--- config.mk ---
export PLATFORM = sky130hd
export DESIGN_NAME = bram_transpose_loader
export DESIGN_NICKNAME = d
export VERILOG_FILES = /design/src/rtl/bram_transpose_loader.sv
export SDC_FILE = /design/constraint.sdc
export NUM_CORES = 2
export LEC_CHECK = 0
export ABC_AREA = 1
export CORE_MARGIN = 3
export CORE_UTILIZATION = 56
export DETAILED_ROUTE_END_ITERATION = 10
export PLACE_DENSITY = 0.76
export RECOVER_POWER = 100
export SLEW_MARGIN = 20
export SYNTH_ARGS = -nofsm -noshare
export SYNTH_HDL_FRONTEND = slang
export SYNTH_SLANG_ARGS = --single-unit
--- constraint.sdc ---
create_clock -name clk -period 9.2 [get_ports clk]
set_clock_uncertainty 0.2 [all_clocks]
set_input_delay 1.38 -clock clk [delete_from_list [all_inputs] [get_ports clk]]
set_output_delay 1.38 -clock clk [all_outputs]
set_load 0.02 [all_outputs]
--- src/rtl/bram_transpose_loader.sv ---
// Buffers ROWS stream words, then writes them to one PIM-array BRAM as
// bit-column slices (LSB slice first), driving port A while the array is in external mode.
module bram_transpose_loader #(
   parameter int ROWS      = 16,
   parameter int WORD_BITS = 160,
   parameter int ADDR_W    = 10,
   parameter int IDX_W     = 8
) (
   input  logic                 clk,
   input  logic                 reset,
   input  logic                 start,
   input  logic [IDX_W-1:0]     sel_i,
   input  logic [IDX_W-1:0]     sel_j,
   input  logic [ADDR_W-1:0]    base_addr,
   input  logic                 s_valid,
   output logic                 s_ready,
   input  logic [WORD_BITS-1:0] s_data,
   output logic [IDX_W-1:0]     BRAM_i,
   output logic [IDX_W-1:0]     BRAM_j,
   output logic                 WEA,
   output logic [ADDR_W-1:0]    ADDRA,
   output logic [ROWS-1:0]      DINA,
   output logic                 busy,
   output logic                 done,
   output logic [1:0]           state_dbg
);

   localparam int RW = (ROWS > 1) ? $clog2(ROWS) : 1;
   localparam int CW = (WORD_BITS > 1) ? $clog2(WORD_BITS) : 1;
   localparam logic [RW-1:0] ROW_LAST = RW'(ROWS - 1);
   localparam logic [CW-1:0] COL_LAST = CW'(WORD_BITS - 1);

   typedef enum logic [1:0] {
      S_IDLE  = 2'd0,
      S_FILL  = 2'd1,
      S_WRITE = 2'd2,
      S_DONE  = 2'd3
   } state_t;

   state_t state, state_nxt;

   logic [WORD_BITS-1:0] buffer [ROWS];
   logic [RW-1:0]        row_cnt, row_d;
   logic [CW-1:0]        col_cnt, col_d, col_inc, col_sel;
   logic [ADDR_W-1:0]    base_q, base_d, addra_d;
   logic [IDX_W-1:0]     bram_i_d, bram_j_d;
   logic [ROWS-1:0]      dina_d, slice;
   logic                 s_ready_d, wea_d, busy_d, done_d;
   logic                 accept;

   // Stream handshake: a word transfers on a rising edge where s_valid && s_ready;
   // s_ready is registered and high only in FILL, s_data must hold while s_valid waits.
   assign accept    = s_valid && s_ready;
   assign col_inc   = col_cnt + CW'(1);
   assign state_dbg = state;

   always_ff @(posedge clk or negedge reset) begin
      if (!reset) state <= S_IDLE;
      else        state <= state_nxt;
   end

   always_comb begin
      state_nxt = state;
      case (state)
         S_IDLE:  if (start) state_nxt = S_FILL;
         S_FILL:  if (accept && (row_cnt == ROW_LAST)) state_nxt = S_WRITE;
         S_WRITE: if (col_cnt == COL_LAST) state_nxt = S_DONE;
         S_DONE:  state_nxt = S_IDLE;
         default: state_nxt = S_IDLE;
      endcase
   end

   // Column slice for the next write; on the last FILL accept the final row is
   // not yet in the buffer, so its bit 0 comes straight from s_data.
   always_comb begin
      col_sel = (state == S_WRITE) ? col_inc : '0;
      slice   = '0;
      for (int k = 0; k < ROWS; k++) slice[k] = buffer[k][col_sel];
      if (state == S_FILL) slice[ROWS-1] = s_data[0];
   end

   always_comb begin
      s_ready_d = (state_nxt == S_FILL);
      wea_d     = (state_nxt == S_WRITE);
      busy_d    = (state_nxt != S_IDLE);
      done_d    = (state_nxt == S_DONE);
      bram_i_d  = BRAM_i;
      bram_j_d  = BRAM_j;
      base_d    = base_q;
      addra_d   = ADDRA;
      dina_d    = DINA;
      row_d     = row_cnt;
      col_d     = col_cnt;
      case (state)
         S_IDLE: begin
            if (start) begin
               bram_i_d = sel_i;
               bram_j_d = sel_j;
               base_d   = base_addr;
               row_d    = '0;
            end
         end
         S_FILL: begin
            if (accept) begin
               row_d = row_cnt + RW'(1);
               if (row_cnt == ROW_LAST) begin
                  col_d   = '0;
                  addra_d = base_q;
                  dina_d  = slice;
               end
            end
         end
         S_WRITE: begin
            if (col_cnt != COL_LAST) begin
               col_d   = col_inc;
               addra_d = base_q + ADDR_W'(col_inc);
               dina_d  = slice;
            end
         end
         default: ;
      endcase
   end

   always_ff @(posedge clk or negedge reset) begin
      if (!reset) begin
         s_ready <= 1'b0;
         WEA     <= 1'b0;
         busy    <= 1'b0;
         done    <= 1'b0;
         BRAM_i  <= '0;
         BRAM_j  <= '0;
         base_q  <= '0;
         ADDRA   <= '0;
         DINA    <= '0;
         row_cnt <= '0;
         col_cnt <= '0;
      end else begin
         s_ready <= s_ready_d;
         WEA     <= wea_d;
         busy    <= busy_d;
         done    <= done_d;
         BRAM_i  <= bram_i_d;
         BRAM_j  <= bram_j_d;
         base_q  <= base_d;
         ADDRA   <= addra_d;
         DINA    <= dina_d;
         row_cnt <= row_d;
         col_cnt <= col_d;
      end
   end

   always_ff @(posedge clk) begin
      if ((state == S_FILL) && accept) buffer[row_cnt] <= s_data;
   end

endmodule

==> reports/results.txt <==
Worst setup SP type: input port
CTS Hold Bufs: 0
GRT Residual Overflow: 0
Post-synth EDFFs: 2,560
Run status: finished, violations left
GRT Overall Usage: 30.1%
Vias post-DR: 72,400
Final Hold Violating Endpoints: 0
CP endpoint kind: flip-flop
Crit path DAT: 7340 ps
Vias per cell: 6.28
Number of synthesized register bits: 2,630
Internal power of the cells: 20.9 mW
Drt drc: 0
Sw Share: 23.4%
P_leak: 41.9 nW
Area delta synth->final: 11.5%
Gate power share: 8.3%
H-tree depth: 5
CTS Root Cell: clkbuf_16
Most frequent cells in the layout: edfxtp_1, nand2_1, nand3_1, nor2_1, inv_1
I/O pin count: 238
Initial antenna violation count: 36
Final worst slack: 2060 ps
Fmax: 0.140 GHz
Slowest stage delay, CP: 3220 ps
R2r worst-path depth: 8
Total Nets Final: 9,028
Rel. slew slack: -206%
Violated checks: capacitance limit, slew limit
Reg-to-reg slack, setup: 2130 ps
First-pass GRT wire length: 444,000 µm
1st-iter DRT viols: 10,700
CP max FO: 68
Final core utilization: 63.1%
Antenna Nets Post-Route: 0
Crit path cell chain: dlygate4sd3_1 > nand2_1 > nor2_1 > nand2_1 > nor2_1 > clkbuf_1
Syn Nets: 8,986
Tcrit/Tclk final: 77.6%
Tmin final: 7140 ps
Routed WL: 299,000 µm
Clk buf depth: 4
Final setup fails: 0
Pins Over Slew Limit: 1,686
Worst vdd ir: 0.181 mV
RR Endpoint: DINA[5]
CP Depth: 6
Post-route setup TNS: 0 ps
Worst path bufs/invs: 2
Clk_lat worst skew: 930 ps
RSZ-0062 raised after global routing: no
Vias in the first global route: 69,300
Post-Syn Area per Cell: 12.1 µm²
Worst-margin pin slew: 4590 ps
Routed WL per cell: 25.9 µm
Clock power share: 38.6%
Core Rows: 159
Sequential-to-total area share from yosys stat: 73.8%
Commonest non-fill, non-tap cell in the layout: edfxtp_1
CP max-delay cell: clkbuf_1
CTS sink cnt: 2,630
Buffers on Ports: 237
CTS resizes: 0
Req. time, crit path: 9400 ps
CP Launch Point: s_valid
Setup bufs post-CTS: 0
Worst hold path type: flip-flop to flip-flop
Chip Width: 442 µm
Post-DP HPWL: 165,000 µm
Sequential share of power: 53.1%
Worst hold slack: 276 ps
Clock transition at path regs: 60 ps
Full die area: 195,000 µm²
Last element of the critical path: buffer[6][79]
TritonCTS clock tree: built
Layout cells sized above 1: 5.41%
Cell Area, Synth: 107,000 µm²
Netlist cell types: 39
Power density over cell area: 230 nW/µm²
Kind of critical path: input port to flip-flop
Gate count of the mapped netlist: 8,782
Top FF cell, synth: edfxtp_1
Net Sw Power: 6.38 mW
Starting Density: 56.5%
First-pass detailed-route iteration total: 10
Core ar.: 188,000 µm²
Clock buffer count from CTS: 279
Pre-CTS setup slack: 4030 ps
Synth async-reset ratio: 2.66%
Die height: 442 µm
Yosys warnings: 0
Final GP Congestion: 0.864
MaxCap Viol Count: 35
R2r startpoint: state_dbg[1]
Pin count of the biggest net entering global routing: 190
CP top delay family: buffers and inverters
==> layout make-up <==
| class | count | area (µm²) |
|---|---|---|
| clock buffer | 353 | 7360 |
| multi-input combinational | 5262 | 24100 |
| sequential | 2630 | 78600 |
| tap | 2495 | 3120 |
| timing repair buffer | 343 | 3350 |
| clock inverter | 124 | 1000 |
| antenna | 19 | 47.5 |
| fill | 13500 | 69600 |
| inverter | 308 | 1180 |
==> layer usage <==
layer  wire [µm]  vias up  track usage [%]
met5         168        -                0
met2      136000     5202             45.6
met1      107000    35000             40.8
met4       15000       26             14.3
li1            -    31300                -
met3       40500      785             8.13
==> Yosys cell counts, types with 6 or more instances <==
cell	count	share of area [%]
dfrtp_1	70	1.6
or2_2	29	0.17
a21oi_1	51	0.24
nand2_1	2068	7.3
nor2_1	489	1.7
buf_1	59	0.21
clkbuf_1	182	0.64
o21bai_1	122	0.86
edfxtp_1	2560	72
nor3b_1	6	0.042
o21ai_1	71	0.33
o22ai_1	134	0.79
buf_4	30	0.21
a32o_1	6	0.056
buf_2	308	1.4
inv_2	7	0.025
o21ai_0	139	0.65
inv_1	300	1.1
ha_1	13	0.15
nand3_1	2054	9.7
o211ai_1	46	0.32
xor2_1	6	0.049
==> metrics by stage <==
stage / area [µm²] / std cells / power [mW]
global route: 119000 / 11500 / 28.1
global placement: 111000 / 11000 / 16.9
floorplan: 107000 / 8782 / 16.1
detailed placement: 111000 / 11000 / 17.0
finish: 119000 / 11500 / 27.3
CTS: 119000 / 11500 / 27.4
==> cell families (layout without fill, tap and decap cells) <==
group	Yosys count	in the layout	share of synthesized area, %
and+or+nand+nor	4668	4668	19.0
other	0	19	0
buffers and inverters	890	1128	3.62
xor gates and xnor gates	7	7	0.0646
adders and majority gates	14	14	0.172
AOI/OAI and AO/OA	573	573	3.28
DFF	2630	2630	73.8
==> registers in the layout, summed over array words and instances (netlist names), 4 cells and up <==
register,count
BRAM_i,8
DINA,16
col_cnt,8
buffer,2560
ADDRA,10
BRAM_j,8
base_q,10
row_cnt,4
==> worst reg2reg max path, cell delays in order, from the launching register on <==
cell and delay, ps:
dfrtp_1 570, clkinv_1 130, nor2_1 320, clkbuf_1 2490, nand2_2 1090, nor3_4 940
nor3b_1 940, nor2_1 130, a21boi_1 200
==> power groups by stage <==
stage                     Combinational [mW]  Clock (mW)  Sequential [mW]
after detailed placement                2.30           0             14.7
after global routing                    2.45        11.1             14.6
after global placement                  2.23           0             14.7
final                                   2.27        10.5             14.5
after floorplan                         1.21           0             14.9
after CTS                               2.32        10.6             14.5
==> worst min-delay path by stage <==
stage	end	slack (ps)	start	depth (start not counted)
6_report	BRAM_i[6]	280	BRAM_i[6]	2
5_1_grt	BRAM_i[5]	290	BRAM_i[5]	2
3_3_place_gp	BRAM_j[6]	260	BRAM_j[6]	2
2_1_floorplan	base_q[9]	270	base_q[9]	2
3_5_place_dp	BRAM_i[1]	270	BRAM_i[1]	2
4_1_cts	BRAM_i[1]	280	BRAM_i[1]	2
(Power assumes the default switching activity.)
